File: src/rtl/uart_pkg.sv
// Purpose  : shared definitions for the UART receive path (state encoding, frame constants).
// Latency  : n/a (package only).
// Backpress: n/a.
package uart_pkg;

   // 100 MHz core clock at 115200 baud.
   localparam int DEFAULT_CLKS_PER_BIT = 868;

   // 8N1 frame: one start bit, DATA_BITS data bits LSB first, one stop bit.
   localparam int DATA_BITS = 8;

   typedef enum logic [2:0] {
      ST_IDLE,
      ST_START,
      ST_DATA,
      ST_STOP,
      ST_BREAK
   } rx_state_t;

endpackage

File: src/rtl/sync_2ff.sv
// Purpose  : two-flop synchroniser for a single asynchronous input, reset to a chosen level.
// Latency  : 2 clock cycles from d to q.
// Backpress: none; free-running.
// Ports    : clock, reset (sync, active high), d (async in), q (synchronised out).
module sync_2ff #(
   parameter logic RESET_VALUE = 1'b1
) (
   input  logic clock,
   input  logic reset,
   input  logic d,
   output logic q
);

   logic meta;

   always_ff @(posedge clock) begin
      if (reset) begin
         meta <= RESET_VALUE;
         q    <= RESET_VALUE;
      end else begin
         meta <= d;
         q    <= meta;
      end
   end

endmodule

File: src/rtl/uart_rx_control.sv
// Purpose  : 8N1 UART receiver with enable gating; mid-bit sampling, break suppression.
// Latency  : data_valid is visible HALF + 9*CLKS_PER_BIT + 1 cycles after the first gated-low cycle.
// Backpress: none; consumer must capture data_out on the data_valid cycle.
// Ports    : clock, reset (sync, active high), enable_uart, rx_in (async line, idle high),
//            data_out[7:0] (last good byte), data_valid / frame_error (1-cycle pulses), busy.
module uart_rx_control
   import uart_pkg::*;
#(
   parameter int CLKS_PER_BIT = DEFAULT_CLKS_PER_BIT
) (
   input  logic       clock,
   input  logic       reset,
   input  logic       enable_uart,
   input  logic       rx_in,
   output logic [7:0] data_out,
   output logic       data_valid,
   output logic       frame_error,
   output logic       busy
);

   localparam int              CW      = $clog2(CLKS_PER_BIT);
   localparam logic [CW-1:0]   HALF_M1 = CW'(CLKS_PER_BIT / 2 - 1);
   localparam logic [CW-1:0]   BIT_M1  = CW'(CLKS_PER_BIT - 1);
   localparam logic [2:0]      IDX_LAST = 3'(DATA_BITS - 1);

   logic rx_s;
   logic rx_g;

   rx_state_t      state_q, state_d;
   logic [CW-1:0]  cnt_q, cnt_d;
   logic [2:0]     idx_q, idx_d;
   logic [7:0]     shreg_q, shreg_d;
   logic [7:0]     data_d;
   logic           valid_d;
   logic           ferr_d;

   sync_2ff #(
      .RESET_VALUE (1'b1)
   ) u_sync_rx (
      .clock (clock),
      .reset (reset),
      .d     (rx_in),
      .q     (rx_s)
   );

   // A disabled receiver sees a permanently idle line.
   assign rx_g = enable_uart ? rx_s : 1'b1;

   assign busy = (state_q != ST_IDLE);

   always_ff @(posedge clock) begin
      if (reset) begin
         state_q     <= ST_IDLE;
         cnt_q       <= '0;
         idx_q       <= '0;
         shreg_q     <= '0;
         data_out    <= '0;
         data_valid  <= 1'b0;
         frame_error <= 1'b0;
      end else begin
         state_q     <= state_d;
         cnt_q       <= cnt_d;
         idx_q       <= idx_d;
         shreg_q     <= shreg_d;
         data_out    <= data_d;
         data_valid  <= valid_d;
         frame_error <= ferr_d;
      end
   end

   always_comb begin
      state_d = state_q;
      cnt_d   = cnt_q + 1'b1;
      idx_d   = idx_q;
      shreg_d = shreg_q;
      data_d  = data_out;
      valid_d = 1'b0;
      ferr_d  = 1'b0;

      if (!enable_uart) begin
         // Abort silently: no pulse for a frame cut short by disable.
         state_d = ST_IDLE;
         cnt_d   = '0;
         idx_d   = '0;
      end else begin
         unique case (state_q)
            ST_IDLE: begin
               cnt_d = '0;
               idx_d = '0;
               if (!rx_g) begin
                  state_d = ST_START;
               end
            end

            ST_START: begin
               // Re-check the start bit at its centre; a high line here was a glitch.
               if (cnt_q == HALF_M1) begin
                  cnt_d   = '0;
                  idx_d   = '0;
                  state_d = rx_g ? ST_IDLE : ST_DATA;
               end
            end

            ST_DATA: begin
               if (cnt_q == BIT_M1) begin
                  cnt_d          = '0;
                  shreg_d[idx_q] = rx_g;
                  if (idx_q == IDX_LAST) begin
                     state_d = ST_STOP;
                  end else begin
                     idx_d = idx_q + 1'b1;
                  end
               end
            end

            ST_STOP: begin
               if (cnt_q == BIT_M1) begin
                  cnt_d = '0;
                  if (rx_g) begin
                     data_d  = shreg_q;
                     valid_d = 1'b1;
                     state_d = ST_IDLE;
                  end else begin
                     ferr_d  = 1'b1;
                     state_d = ST_BREAK;
                  end
               end
            end

            ST_BREAK: begin
               // Hold here while the line stays low so a break is not read as 0x00 frames.
               cnt_d = '0;
               if (rx_g) begin
                  state_d = ST_IDLE;
               end
            end

            default: begin
               cnt_d   = '0;
               idx_d   = '0;
               state_d = ST_IDLE;
            end
         endcase
      end
   end

endmodule

File: config.mk
export PLATFORM = sky130hd
export DESIGN_NAME = uart_rx_control
export DESIGN_NICKNAME = d
export VERILOG_FILES = /design/src/rtl/uart_pkg.sv /design/src/rtl/sync_2ff.sv /design/src/rtl/uart_rx_control.sv
export SDC_FILE = /design/constraint.sdc
export NUM_CORES = 1
export LEC_CHECK = 0
export ABC_AREA = 1
export BUFFER_PORTS_ARGS = -buffer_cell sky130_fd_sc_hd__buf_2
export CORE_ASPECT_RATIO = 0.9
export CORE_UTILIZATION = 63
export DETAILED_ROUTE_END_ITERATION = 8
export PLACE_DENSITY = 0.83
export SLEW_MARGIN = 20
export SYNTH_ARGS = -nofsm -noshare
export SYNTH_HDL_FRONTEND = slang
export SYNTH_SLANG_ARGS = --single-unit
File: constraint.sdc
create_clock -name clock -period 2.3 [get_ports clock]
set_input_delay 0.345 -clock clock [delete_from_list [all_inputs] [get_ports clock]]
set_output_delay 0.345 -clock clock [all_outputs]
set_load 0.03 [all_outputs]
==> metrics.txt, run 1 <==
# TYPE chip_impl_metric gauge
chip_impl_info{name="run_status",value="complete, no violations"} 1
chip_impl_metric{name="timing.final.crit_share",unit="%"} 74.51
chip_impl_metric{name="synth.net_count",unit=""} 268
chip_impl_metric{name="clk_latency",unit="ns"} 0.33
chip_impl_metric{name="overflow",unit=""} 0
chip_impl_metric{name="worstPathArrival",unit="ns"} 1.95
chip_impl_metric{name="relSlewSlack",unit="%"} 66.84
chip_impl_info{name="end_of_the_worst_hold_path",value="u_sync_rx.meta$_SDFF_PP1_"} 1
chip_impl_metric{name="cts-buffers-inserted",unit=""} 5
chip_impl_metric{name="first_global_vias",unit=""} 1302
chip_impl_metric{name="seqCellArea",unit="um^2"} 720.7
chip_impl_metric{name="routed_wire_length_per_instance",unit="um"} 10.51
chip_impl_metric{name="clk_transition_reported_paths",unit="ns"} 0.12
chip_impl_metric{name="gp_routability_congestion",unit=""} 0.9090
chip_impl_info{name="worstReg2RegEnd",value="data_out[7]$_SDFFE_PP0P_"} 1
chip_impl_metric{name="rows",unit=""} 18
chip_impl_metric{name="clock-skew-final",unit="ns"} 0.01184
chip_impl_metric{name="postSynthAreaPerCell",unit="um^2"} 7.132
chip_impl_metric{name="post_cts.repair.setup_buffers",unit=""} 0
chip_impl_info{name="timing_worst_setup_path_type",value="reg -> reg"} 1
chip_impl_metric{name="ir_worst_vdd",unit="uV"} 455.7
chip_impl_metric{name="muxShareOfSynthArea",unit="%"} 0
chip_impl_metric{name="drt_first_iter_violations",unit=""} 93
chip_impl_info{name="layout_common_cells",value="53 x sky130_fd_sc_hd__nor2_1, 49 x sky130_fd_sc_hd__nand2_1, 36 x sky130_fd_sc_hd__dfxtp_1, 26 x sky130_fd_sc_hd__inv_1, 19 x sky130_fd_sc_hd__nand3_1"} 1
chip_impl_metric{name="syn_std_cell_area",unit="mm^2"} 0.001854
chip_impl_metric{name="report.power.total",unit="mW"} 1.212
chip_impl_metric{name="grt_pass1_wl",unit="um"} 5602
chip_impl_metric{name="cts.htree.levels",unit=""} 2
chip_impl_metric{name="powerDensity",unit="mW/mm^2"} 602.4
chip_impl_metric{name="tritoncts_num_sinks",unit=""} 36
chip_impl_metric{name="place_area",unit="mm^2"} 0.001956
chip_impl_metric{name="reg2reg_depth",unit=""} 8
chip_impl_info{name="critical_path.endpoint_type",value="flop"} 1
chip_impl_metric{name="max_freq",unit="MHz"} 583.5
chip_impl_info{name="min-delay-start",value="rx_in"} 1
chip_impl_metric{name="fin_crit",unit="ns"} 1.714
chip_impl_metric{name="area_delta_synth_final",unit="%"} 8.502
chip_impl_metric{name="number_of_drc_violations_after_detailed_routing",unit=""} 0
chip_impl_info{name="hold_path_class",value="in -> reg"} 1
chip_impl_metric{name="number_of_distinct_library_cells_after_synthesis",unit=""} 31
chip_impl_metric{name="drv_cap",unit=""} 0
chip_impl_metric{name="drt_wl_total",unit="um"} 3362
chip_impl_metric{name="drt.antenna.violating_nets",unit=""} 0
chip_impl_metric{name="final_layout_size_suffix_gt1_share",unit="%"} 18.21
chip_impl_metric{name="synth_compound_gate_area_share",unit="%"} 8.570
chip_impl_metric{name="min_delay_path_depth",unit=""} 2
chip_impl_metric{name="power_leakage",unit="nW"} 0.8925
chip_impl_metric{name="final_setup_viols",unit=""} 0
chip_impl_metric{name="dieHeight",unit="um"} 53.47
chip_impl_metric{name="totalNegativeSetupSlack",unit="ns"} 0
chip_impl_metric{name="cts_hold_buf",unit=""} 0
chip_impl_metric{name="post_cts.resized_instances",unit=""} 0
chip_impl_info{name="main_combinational_cell_family_by_area_after_synthesis",value="simple AND/OR/NAND/NOR gates"} 1
chip_impl_metric{name="critical_path_peak_fanout",unit=""} 17
chip_impl_metric{name="ys_seq_elements",unit=""} 36
chip_impl_metric{name="slew_worst_pin",unit="ns"} 0.4929
chip_impl_metric{name="die_width",unit="um"} 59.19
chip_impl_metric{name="multi_input_area",unit="um^2"} 983.4
chip_impl_metric{name="via_count",unit=""} 1625
chip_impl_metric{name="track_usage",unit="%"} 23.89
chip_impl_metric{name="fillers",unit=""} 248
chip_impl_metric{name="yosysSeqAreaShare",unit="%"} 38.87
chip_impl_metric{name="final_hold_viol_count",unit=""} 0
chip_impl_metric{name="stdcell_area",unit="mm^2"} 0.002012
chip_impl_metric{name="route.detailed.vias_per_inst",unit=""} 5.078
chip_impl_metric{name="synthSimpleGateAreaFrac",unit="%"} 39.41
chip_impl_metric{name="antenna_cells_inserted",unit=""} 0
chip_impl_metric{name="die_footprint",unit="mm^2"} 0.003164
chip_impl_info{name="critical_path.startpoint_type",value="flop"} 1
chip_impl_metric{name="antenna_found_initial",unit=""} 0
chip_impl_metric{name="io_pins",unit=""} 15
chip_impl_metric{name="post_synth_inst_count",unit=""} 260
chip_impl_info{name="clock-root-buffer",value="sky130_fd_sc_hd__clkbuf_4"} 1
chip_impl_metric{name="grt_max_degree",unit=""} 18
chip_impl_metric{name="final_net_count",unit=""} 287
chip_impl_metric{name="max-clock-path-buffers",unit=""} 2
chip_impl_info{name="grt_setup_unrepaired",value="false"} 1
chip_impl_metric{name="finalMaxSlewViolations",unit=""} 0
chip_impl_info{name="launch_point_of_the_worst_path",value="cnt_q[0]$_SDFF_PP0_"} 1
chip_impl_info{name="rr_startpoint",value="cnt_q[0]$_SDFF_PP0_"} 1
chip_impl_metric{name="hpwlAfterDp",unit="um"} 2504
chip_impl_info{name="layout.cells.most_common",value="sky130_fd_sc_hd__nor2_1"} 1
chip_impl_info{name="tritoncts_clock_tree",value="done"} 1
chip_impl_metric{name="floorplan.initialDensity",unit="%"} 66.94
chip_impl_metric{name="worstPathRequired",unit="ns"} 2.54
chip_impl_metric{name="portBuffers",unit=""} 14
chip_impl_metric{name="arithmetic_cell_share_of_the_synthesized_area_counting_full_adders_half_adders_and_majority_gates",unit="%"} 2.699
chip_impl_metric{name="yosys_warnings",unit=""} 0
chip_impl_metric{name="core_region_area",unit="mm^2"} 0.002770
chip_impl_metric{name="r2r_slack",unit="ns"} 0.59
chip_impl_metric{name="synth_xor_area_share",unit="%"} 2.362
chip_impl_metric{name="drt-pass1-iter-count",unit=""} 4
-- report_power, final --
part | switching (mW) | internal (mW) | total (mW)
Combinational | 0.149 | 0.0713 | 0.220
Sequential | 0.0188 | 0.636 | 0.655
Clock | 0.220 | 0.118 | 0.337
Total | 0.387 | 0.825 | 1.21
-- critical path, stage by stage (launching register included) --
cell	delay, ns
sky130_fd_sc_hd__dfxtp_1	0.40
sky130_fd_sc_hd__ha_1	0.24
sky130_fd_sc_hd__nand2_1	0.12
sky130_fd_sc_hd__nor2_2	0.16
sky130_fd_sc_hd__nand2_4	0.11
sky130_fd_sc_hd__nor2_8	0.22
sky130_fd_sc_hd__nand2_2	0.14
sky130_fd_sc_hd__o21ai_0	0.20
sky130_fd_sc_hd__nor2_1	0.05
-- metal layers --
metal	GRT usage [%]	part of all wire, %	vias up
met5	0	0	-
met4	6.746	0.59	0
met3	5.134	3.7	2
met2	36.14	44	32
met1	33.73	51	731
li1	-	-	860
-- metrics by stage --
step                      instances  util, %  worst slack, ns  hold slack, ns
after global placement          312    70.60           0.6896          0.4066
after floorplan                 260        -           0.8309          0.3895
after CTS                       320    72.63           0.6039          0.1738
after global routing            320    72.63           0.4177          0.1626
after detailed placement        312    70.60           0.5821          0.4044
final                           320    72.63           0.5863          0.1815
-- logic make-up (layout without fill, tap and decap cells) --
family	after synthesis	count (layout)
compound gates	28	28
fa+ha+maj	4	4
buf+inv	35	55
simple gates	152	152
xor+xnor	5	5
flops	36	36
-- state kept, by name, indices dropped and copies added, names as in the netlist --
register	cells
frame_error	1
data_valid	1
data_out	8
shreg_q	8
idx_q	3
state_q	3
u_sync_rx.meta	1
u_sync_rx.q	1
cnt_q	10
-- synth_stat cells (all sizes together) --
| library cell | count | area [um^2] |
|---|---|---|
| dfxtp | 36 | 720.7 |
| buf | 2 | 18.77 |
| xnor2 | 1 | 8.760 |
| nand3b | 1 | 7.510 |
| xor2 | 4 | 35.03 |
| a31oi | 3 | 18.77 |
| nor3 | 8 | 51.30 |
| ha | 4 | 50.05 |
| nor4 | 1 | 6.260 |
| nand3 | 20 | 105.1 |
| nor2 | 64 | 305.3 |
| o21ai | 14 | 81.33 |
| nand2 | 54 | 230.2 |
| inv | 33 | 131.4 |
| nand4 | 2 | 12.51 |
| or2 | 2 | 12.51 |
| a21oi | 11 | 58.81 |
-- final cells by class --
cell class              count  share of cell area (%)
inverters                  33                   6.530
flip-flops and latches     36                   35.82
clock inverters             3                  0.9328
repair buffers             14                   3.483
well taps                  40                   2.488
clock buffers               5                   1.866
multi-input cells         189                   48.88
-- worst max-delay path by stage --
stage,slack [ns],endpoint,cells after the start
3_3_place_gp,0.69,data_out[5]$_SDFFE_PP0P_,8
5_1_grt,0.42,data_out[7]$_SDFFE_PP0P_,8
4_1_cts,0.60,data_out[7]$_SDFFE_PP0P_,8
3_5_place_dp,0.58,data_out[7]$_SDFFE_PP0P_,8
2_1_floorplan,0.83,cnt_q[9]$_SDFF_PP0_,8
6_report,0.59,data_out[7]$_SDFFE_PP0P_,8
No activity file was read; power rests on OpenSTA's default activity.
==> run 2: changes to the inputs <==
--- a/config.mk
+++ b/config.mk
@@ -5,12 +5,12 @@
 export SDC_FILE = /design/constraint.sdc
 export NUM_CORES = 1
 export LEC_CHECK = 0
-export ABC_AREA = 1
+export ABC_AREA = 0
 export BUFFER_PORTS_ARGS = -buffer_cell sky130_fd_sc_hd__buf_2
 export CORE_ASPECT_RATIO = 0.9
-export CORE_UTILIZATION = 63
+export CORE_UTILIZATION = 58
 export DETAILED_ROUTE_END_ITERATION = 8
-export PLACE_DENSITY = 0.83
+export PLACE_DENSITY = 0.78
 export SLEW_MARGIN = 20
 export SYNTH_ARGS = -nofsm -noshare
 export SYNTH_HDL_FRONTEND = slang
==> constraint.sdc (replaced) <==
create_clock -name clock -period 1.6 [get_ports clock]
set_input_delay 0.24 -clock clock [delete_from_list [all_inputs] [get_ports clock]]
set_output_delay 0.24 -clock clock [all_outputs]
set_load 0.03 [all_outputs]
==> run 2 against run 1 <==
- the flow now finishes with violations (setup timing)
- first-iteration DRC count up 39%
- core utilization is 2.5 points higher
- clock power increased by 42%
- synthesized cell count decreased by 23%
- register-to-register slack lost 0.64 ns
- fmax is 3.7% higher
- worst setup slack lost 0.64 ns
- power is 21% higher
- largest cell class unchanged
==> metrics.txt, run 2 <==
# TYPE chip_impl_metric gauge
chip_impl_info{name="run_status",value="finished, violations left"} 1
chip_impl_info{name="failed_checks",value="setup timing"} 1
chip_impl_metric{name="clock-skew-final",unit="ns"} 0.008362
chip_impl_metric{name="powerDensity",unit="mW/mm^2"} 639.7
chip_impl_metric{name="rows",unit=""} 19
chip_impl_info{name="layout_common_cells",value="25 x sky130_fd_sc_hd__dfxtp_1, 25 x sky130_fd_sc_hd__buf_4, 16 x sky130_fd_sc_hd__nor2_1, 15 x sky130_fd_sc_hd__buf_2, 13 x sky130_fd_sc_hd__nand3_1"} 1
chip_impl_metric{name="worst-path-stages",unit=""} 4
chip_impl_metric{name="final_hold_viol_count",unit=""} 0
chip_impl_metric{name="via_count",unit=""} 1663
chip_impl_metric{name="dieHeight",unit="um"} 55.52
chip_impl_metric{name="antenna_found_initial",unit=""} 0
chip_impl_metric{name="critical_path.n_buffers_inverters",unit=""} 0
chip_impl_metric{name="worstPathRequired",unit="ns"} 1.83
chip_impl_metric{name="portBuffers",unit=""} 14
chip_impl_metric{name="cts-buffers-inserted",unit=""} 5
chip_impl_metric{name="max_freq",unit="MHz"} 605.4
chip_impl_metric{name="tritoncts_num_sinks",unit=""} 36
chip_impl_metric{name="number_of_distinct_library_cells_after_synthesis",unit=""} 49
chip_impl_info{name="synth_top_flop_cell",value="sky130_fd_sc_hd__dfxtp_1"} 1
chip_impl_metric{name="gp_routability_congestion",unit=""} 0.9031
chip_impl_metric{name="overflow",unit=""} 0
chip_impl_info{name="synth.largest_area_cell",value="sky130_fd_sc_hd__dfxtp_1"} 1
chip_impl_metric{name="routed_wire_length_per_instance",unit="um"} 15.26
chip_impl_metric{name="cts_hold_buf",unit=""} 0
chip_impl_metric{name="antenna_cells_inserted",unit=""} 0
chip_impl_info{name="grt_setup_unrepaired",value="true"} 1
chip_impl_info{name="timing_worst_setup_path_type",value="reg -> reg"} 1
chip_impl_info{name="critical_path.startpoint_type",value="flop"} 1
chip_impl_metric{name="timing.final.crit_share",unit="%"} 103.2
chip_impl_metric{name="track_usage",unit="%"} 28.66
chip_impl_metric{name="stdcell_area",unit="mm^2"} 0.002287
chip_impl_metric{name="ys_seq_elements",unit=""} 36
chip_impl_metric{name="synth-edff-count",unit=""} 0
chip_impl_metric{name="critical_path_peak_fanout",unit=""} 9
chip_impl_metric{name="final_net_count",unit=""} 250
chip_impl_metric{name="die_footprint",unit="mm^2"} 0.003412
chip_impl_metric{name="area_delta_synth_final",unit="%"} 23.93
chip_impl_metric{name="post-route-util",unit="%"} 75.16
chip_impl_metric{name="yosys_warnings",unit=""} 0
chip_impl_metric{name="synth-async-reset-ratio",unit="%"} 0
chip_impl_info{name="critical_path.endpoint_type",value="flop"} 1
chip_impl_metric{name="slew_worst_pin",unit="ns"} 0.5098
chip_impl_metric{name="drt.antenna.violating_nets",unit=""} 0
chip_impl_info{name="yosys.cell_count.top_type",value="sky130_fd_sc_hd__dfxtp_1"} 1
chip_impl_info{name="largest-register",value="cnt_q"} 1
chip_impl_metric{name="reg2reg_depth",unit=""} 4
chip_impl_metric{name="relSlewSlack",unit="%"} 65.95
chip_impl_info{name="cp_slowest_cell",value="sky130_fd_sc_hd__or4_4"} 1
chip_impl_metric{name="route.detailed.vias_per_inst",unit=""} 5.835
chip_impl_metric{name="largest_register_ff_count",unit=""} 10
chip_impl_metric{name="max_stage_delay",unit="ns"} 0.57
chip_impl_metric{name="finalMaxSlewViolations",unit=""} 0
chip_impl_metric{name="yosys.area.top_type_share",unit="%"} 39.05
chip_impl_metric{name="clk_transition_reported_paths",unit="ns"} 0.11
chip_impl_info{name="hold_path_class",value="in -> reg"} 1
chip_impl_metric{name="pre_cts_ws",unit="ns"} -0.1011
chip_impl_info{name="regs_by_ff_count",value="cnt_q x10, data_out x8, shreg_q x8"} 1
chip_impl_metric{name="number_of_drc_violations_after_detailed_routing",unit=""} 0
chip_impl_metric{name="power_leakage",unit="nW"} 0.9274
chip_impl_metric{name="grt_max_degree",unit=""} 21
chip_impl_metric{name="core_region_area",unit="mm^2"} 0.003043
chip_impl_info{name="cell_class_contributing_the_biggest_share_of_worst_path_delay",value="simple AND/OR/NAND/NOR gates"} 1
chip_impl_metric{name="drt_wl_total",unit="um"} 4348
chip_impl_metric{name="yosysSeqAreaShare",unit="%"} 39.05
chip_impl_metric{name="worstPathArrival",unit="ns"} 1.89
chip_impl_metric{name="synth.net_count",unit=""} 209
chip_impl_metric{name="cts.htree.levels",unit=""} 2
chip_impl_metric{name="final_layout_size_suffix_gt1_share",unit="%"} 34.57
chip_impl_info{name="tritoncts_clock_tree",value="done"} 1
chip_impl_metric{name="min_delay_path_depth",unit=""} 2
chip_impl_metric{name="totalNegativeSetupSlack",unit="ns"} -0.2595
chip_impl_info{name="ys_top_cells_by_count",value="36 x sky130_fd_sc_hd__dfxtp_1, 16 x sky130_fd_sc_hd__nor2_1, 13 x sky130_fd_sc_hd__nand3_1, 12 x sky130_fd_sc_hd__mux2i_1, 12 x sky130_fd_sc_hd__nand2b_1"} 1
chip_impl_info{name="critical_path.cell_chain",value="or3b_4, or4_4, o21ai_1, a21oi_1"} 1
chip_impl_info{name="clock-root-buffer",value="sky130_fd_sc_hd__clkbuf_4"} 1
chip_impl_metric{name="ir_worst_vdd",unit="uV"} 782.5
chip_impl_info{name="synth.area.top_cells",value="sky130_fd_sc_hd__dfxtp_1 39%, sky130_fd_sc_hd__mux2i_1 6.5%, sky130_fd_sc_hd__nand2b_1 4.1%, sky130_fd_sc_hd__nand3_1 3.5%, sky130_fd_sc_hd__nand4_1 3.4%"} 1
chip_impl_metric{name="drt-pass1-iter-count",unit=""} 5
chip_impl_metric{name="clk_latency",unit="ns"} 0.33
chip_impl_metric{name="report.power.total",unit="mW"} 1.463
chip_impl_metric{name="syn_std_cell_area",unit="mm^2"} 0.001846
chip_impl_metric{name="postSynthAreaPerCell",unit="um^2"} 9.182
chip_impl_metric{name="floorplan.initialDensity",unit="%"} 60.65
chip_impl_metric{name="setup_ws",unit="ns"} -0.05182
chip_impl_metric{name="first_global_vias",unit=""} 1584
chip_impl_metric{name="hpwlAfterDp",unit="um"} 3027
chip_impl_metric{name="die_width",unit="um"} 61.46
chip_impl_metric{name="io_pins",unit=""} 15
chip_impl_metric{name="max-clock-path-buffers",unit=""} 2
chip_impl_metric{name="post_synth_inst_count",unit=""} 201
chip_impl_metric{name="drt_first_iter_violations",unit=""} 129
chip_impl_metric{name="grt_pass1_wl",unit="um"} 7217
chip_impl_metric{name="place_area",unit="mm^2"} 0.002127
chip_impl_metric{name="drv_cap",unit=""} 0
chip_impl_metric{name="final_setup_viols",unit=""} 10
chip_impl_metric{name="fin_crit",unit="ns"} 1.652
run 2: cell count changes in the layout (fill, tap and decap cells not counted), sizes merged, moves of 5 or more:
cell    change
nor2       -48
nand4       +8
nand3       -7
nand2b     +12
xnor2       +5
nand2      -45
nor2b       +5
inv        -30
mux2i      +12
buf        +30
run 2: report_power, final:
part | internal, mW | leakage, nW | switching [mW]
combinational | 0.0352 | 0.601 | 0.0520
sequential | 0.894 | 0.297 | 0.00459
clock | 0.177 | 0.0295 | 0.301
total | 1.11 | 0.927 | 0.358
run 2: timing repair:
item,4_1_cts,5_1_grt
gates cloned,1,0
pin swaps,6,10
setup endpoints to repair,25,25
gates resized for setup,14,18
setup buffers,2,0
run 2: path summary, 6_finish.rpt:
kind / start / end / slack, ns
worst max-delay path: cnt_q[3]$_SDFF_PP0_ / data_out[4]$_SDFFE_PP0P_ / -0.05
worst min-delay path: rx_in / u_sync_rx.meta$_SDFF_PP1_ / 0.09
worst max register to register: cnt_q[3]$_SDFF_PP0_ / data_out[4]$_SDFFE_PP0P_ / -0.05
worst min register to register: u_sync_rx.meta$_SDFF_PP1_ / u_sync_rx.q$_SDFF_PP1_ / 0.43
run 2: layout make-up:
type	count	area, um^2
flip-flops and latches	36	744.5
fillers	245	755.7
clock inverters	1	8.758
multi-input cells	152	1109
clock buffers	7	45.04
repair buffers	44	316.6
well taps	42	52.55
inverters	3	11.26
run 2: per-stage QoR:
step / std cells / hold WS [ns]
2_1_floorplan: 201 / 0.3438
3_3_place_gp: 274 / 0.3942
3_5_place_dp: 274 / 0.4115
4_1_cts: 285 / 0.07447
5_1_grt: 285 / 0.07000
6_report: 285 / 0.08775
run 2: metal layers:
layer | vias up | part of all wire [%] | track usage, %
li1 | 806 | - | -
met1 | 775 | 45 | 39.16
met2 | 70 | 47 | 43.63
met3 | 12 | 5.5 | 5.855
met4 | 0 | 2.7 | 11.75
met5 | - | 0 | 0
run 2: logic make-up after synthesis:
| group | share of synthesized area (%) |
|---|---|
| and+or+nand+nor | 30.65 |
| buffers and inverters | 6.101 |
| muxes | 6.509 |
| xor gates and xnor gates | 3.797 |
| AOI/OAI and AO/OA | 11.19 |
| DFF | 39.05 |
| adders and majority gates | 2.712 |
run 2: worst reg2reg max path: cells and delay by family (launching register included):
family / cells / cell delay [ns]
DFF: 1 / 0.34
and+or+nand+nor: 2 / 0.97
AOI/OAI and AO/OA: 2 / 0.25
==> run 3: changes to the inputs <==
==> constraint.sdc (replaced) <==
create_clock -name clock -period 1.6 [get_ports clock]
set_input_delay 0.32 -clock clock [delete_from_list [all_inputs] [get_ports clock]]
set_output_delay 0.32 -clock clock [all_outputs]
set_load 0.03 [all_outputs]
==> run 3 against run 2 <==
- flip-flop and latch count stayed put
- sequential power hardly changed
- fmax is 0.27% lower
- cell count is 0.35% higher
- the flow still finishes with violations (setup timing)
- clock skew hardly changed
- largest cell class unchanged
- clock power hardly changed
- via count is 0.24% higher
- register-to-register slack hardly changed
- core utilization is 0.58 points higher
- power hardly changed
- routed wire length is 0.18% higher
==> metrics.txt, run 3 (synthesized netlist as in run 2, its figures left out) <==
# TYPE chip_impl_metric gauge
chip_impl_metric{name="critical_path_peak_fanout",unit=""} 9
chip_impl_metric{name="totalNegativeSetupSlack",unit="ns"} -0.2875
chip_impl_metric{name="tritoncts_num_sinks",unit=""} 36
chip_impl_metric{name="comb_power_share",unit="%"} 6.1
chip_impl_info{name="critical_path.startpoint_type",value="flop"} 1
chip_impl_metric{name="pre_cts_ws",unit="ns"} -0.1011
chip_impl_info{name="layout.cells.most_common",value="sky130_fd_sc_hd__buf_4"} 1
chip_impl_metric{name="number_of_drc_violations_after_detailed_routing",unit=""} 0
chip_impl_metric{name="ir_worst_vdd",unit="uV"} 779.6
chip_impl_metric{name="fin_crit",unit="ns"} 1.656
chip_impl_metric{name="timing.final.crit_share",unit="%"} 103.5
chip_impl_metric{name="grt_pass1_wl",unit="um"} 7217
chip_impl_info{name="failed_checks",value="setup timing"} 1
chip_impl_info{name="clock-root-buffer",value="sky130_fd_sc_hd__clkbuf_4"} 1
chip_impl_metric{name="clk_transition_reported_paths",unit="ns"} 0.11
chip_impl_metric{name="area_delta_synth_final",unit="%"} 24.88
chip_impl_metric{name="drt-pass1-iter-count",unit=""} 4
chip_impl_metric{name="finalMaxSlewViolations",unit=""} 0
chip_impl_metric{name="antenna_cells_inserted",unit=""} 0
chip_impl_metric{name="cts.htree.levels",unit=""} 2
chip_impl_metric{name="max_freq",unit="MHz"} 603.7
chip_impl_metric{name="die_width",unit="um"} 61.46
chip_impl_info{name="critical_path.endpoint",value="data_out[4]$_SDFFE_PP0P_"} 1
chip_impl_metric{name="worstPathRequired",unit="ns"} 1.83
chip_impl_metric{name="grt_max_degree",unit=""} 21
chip_impl_metric{name="reg2reg_depth",unit=""} 4
chip_impl_metric{name="route.detailed.vias_per_inst",unit=""} 5.829
chip_impl_metric{name="power.internal",unit="mW"} 1.106
chip_impl_info{name="timing_worst_setup_path_type",value="reg -> reg"} 1
chip_impl_metric{name="gp_routability_congestion",unit=""} 0.9031
chip_impl_metric{name="drt_wl_total",unit="um"} 4356
chip_impl_metric{name="die_footprint",unit="mm^2"} 0.003412
chip_impl_metric{name="slew_worst_pin",unit="ns"} 0.5024
chip_impl_metric{name="hold_ws",unit="ns"} 0.1663
chip_impl_metric{name="hpwlAfterDp",unit="um"} 3027
chip_impl_info{name="layout_common_cells",value="26 x sky130_fd_sc_hd__buf_4, 24 x sky130_fd_sc_hd__dfxtp_1, 16 x sky130_fd_sc_hd__nor2_1, 14 x sky130_fd_sc_hd__buf_2, 13 x sky130_fd_sc_hd__nand3_1"} 1
chip_impl_metric{name="rows",unit=""} 19
chip_impl_metric{name="seq_pwr_share",unit="%"} 61.3
chip_impl_metric{name="first_global_vias",unit=""} 1584
chip_impl_metric{name="clock-skew-final",unit="ns"} 0.008017
chip_impl_metric{name="cts-buffers-inserted",unit=""} 5
chip_impl_metric{name="track_usage",unit="%"} 28.66
chip_impl_metric{name="clk_latency",unit="ns"} 0.34
chip_impl_info{name="worstReg2RegEnd",value="data_out[4]$_SDFFE_PP0P_"} 1
chip_impl_metric{name="final_net_count",unit=""} 251
chip_impl_info{name="grt_setup_unrepaired",value="true"} 1
chip_impl_metric{name="report.power.total",unit="mW"} 1.463
chip_impl_metric{name="power_leakage",unit="nW"} 0.9279
chip_impl_info{name="hold_path_class",value="in -> reg"} 1
chip_impl_info{name="largest-register",value="cnt_q"} 1
chip_impl_metric{name="io_pins",unit=""} 15
chip_impl_metric{name="core_region_area",unit="mm^2"} 0.003043
chip_impl_metric{name="fin_cells",unit=""} 286
chip_impl_metric{name="drt_first_iter_violations",unit=""} 144
chip_impl_metric{name="final_layout_size_suffix_gt1_share",unit="%"} 35.25
chip_impl_metric{name="final_setup_viols",unit=""} 10
chip_impl_metric{name="final_hold_viol_count",unit=""} 0
chip_impl_info{name="tritoncts_clock_tree",value="done"} 1
chip_impl_info{name="critical_path.endpoint_type",value="flop"} 1
chip_impl_info{name="rr_startpoint",value="cnt_q[3]$_SDFF_PP0_"} 1
chip_impl_metric{name="powerDensity",unit="mW/mm^2"} 634.9
chip_impl_metric{name="overflow",unit=""} 0
chip_impl_metric{name="drt.antenna.violating_nets",unit=""} 0
chip_impl_info{name="launch_point_of_the_worst_path",value="cnt_q[3]$_SDFF_PP0_"} 1
chip_impl_metric{name="power_switching_share",unit="%"} 24.42
chip_impl_metric{name="via_count",unit=""} 1667
chip_impl_metric{name="dieHeight",unit="um"} 55.52
chip_impl_metric{name="switching_power",unit="mW"} 0.3574
chip_impl_metric{name="worstPathArrival",unit="ns"} 1.89
chip_impl_metric{name="antenna_found_initial",unit=""} 0
chip_impl_info{name="run_status",value="finished, violations left"} 1
chip_impl_metric{name="largest_register_ff_count",unit=""} 10
chip_impl_metric{name="portBuffers",unit=""} 14
chip_impl_metric{name="placed_cells",unit=""} 274
chip_impl_metric{name="r2r_slack",unit="ns"} -0.06
chip_impl_metric{name="max-clock-path-buffers",unit=""} 2
chip_impl_metric{name="setup_ws",unit="ns"} -0.05637
chip_impl_metric{name="routed_wire_length_per_instance",unit="um"} 15.23
chip_impl_metric{name="floorplan.initialDensity",unit="%"} 60.65
chip_impl_metric{name="clock_power_share",unit="%"} 32.6
chip_impl_metric{name="drv_cap",unit=""} 0
chip_impl_info{name="regs_by_ff_count",value="cnt_q x10, data_out x8, shreg_q x8"} 1
chip_impl_metric{name="relSlewSlack",unit="%"} 66.44
-- run 3: changes by cell type in the layout (fill, tap and decap cells not counted) --
cell,previous run,this run
sky130_fd_sc_hd__nor3b_2,2,1
sky130_fd_sc_hd__dfxtp_4,4,5
sky130_fd_sc_hd__or3_4,0,1
sky130_fd_sc_hd__buf_4,25,26
sky130_fd_sc_hd__buf_6,3,4
sky130_fd_sc_hd__nor3b_1,1,2
sky130_fd_sc_hd__dfxtp_1,25,24
sky130_fd_sc_hd__buf_2,15,14
sky130_fd_sc_hd__or3_1,3,2
-- run 3: what timing repair did --
action,in CTS,in global routing
setup buffers,2,1
resized for setup,16,20
pin swaps,6,10
endpoints found under the setup margin,26,26
hold buffers,0,0
cloned,1,0
-- run 3: per-layer routing --
| layer | up-vias | wire length, um | GRT usage [%] | share of wire (%) |
|---|---|---|---|---|
| met5 | - | 0 | 0 | 0 |
| met4 | 0 | 125 | 11.75 | 2.9 |
| met3 | 13 | 229 | 5.855 | 5.3 |
| met2 | 54 | 2039 | 43.63 | 47 |
| met1 | 793 | 1962 | 39.16 | 45 |
| li1 | 807 | - | - | - |
-- run 3: worst max-delay path, cell delays in order, from the launching register on --
cell,delay (ns)
sky130_fd_sc_hd__dfxtp_2,0.34
sky130_fd_sc_hd__or3b_4,0.40
sky130_fd_sc_hd__or4_4,0.57
sky130_fd_sc_hd__o21ai_1,0.17
sky130_fd_sc_hd__a21oi_1,0.08
-- run 3: area by class of cell --
type | instances | area [um^2]
multi-input combinational | 152 | 1109
tap | 42 | 52.55
inverter | 3 | 11.26
clock inverter | 1 | 8.758
fill | 239 | 738.2
timing repair buffer | 45 | 330.3
sequential | 36 | 748.2
clock buffer | 7 | 45.04
-- run 3: worst min-delay path by stage --
stage / startpoint / to / slack [ns] / cells after the start
final: rx_in / u_sync_rx.meta$_SDFF_PP1_ / 0.17 / 2
after global routing: rx_in / u_sync_rx.meta$_SDFF_PP1_ / 0.15 / 2
after CTS: rx_in / u_sync_rx.meta$_SDFF_PP1_ / 0.15 / 2
after detailed placement: u_sync_rx.meta$_SDFF_PP1_ / u_sync_rx.q$_SDFF_PP1_ / 0.41 / 1
after global placement: u_sync_rx.meta$_SDFF_PP1_ / u_sync_rx.q$_SDFF_PP1_ / 0.39 / 1
after floorplan: u_sync_rx.meta$_SDFF_PP1_ / u_sync_rx.q$_SDFF_PP1_ / 0.39 / 1
-- run 3: power groups by stage --
stage | Clock [mW] | Combinational [mW] | Sequential [mW]
floorplan | 0 | 0.0672 | 0.922
global placement | 0 | 0.0778 | 0.924
detailed placement | 0 | 0.0832 | 0.924
CTS | 0.489 | 0.0851 | 0.900
global route | 0.533 | 0.0970 | 0.897
finish | 0.477 | 0.0897 | 0.896
-- run 3: through the flow --
stage	area [um^2]	utilization, %
after floorplan	1891	-
after global placement	2127	69.90
after detailed placement	2127	69.90
after CTS	2233	73.40
after global routing	2305	75.74
final	2305	75.74
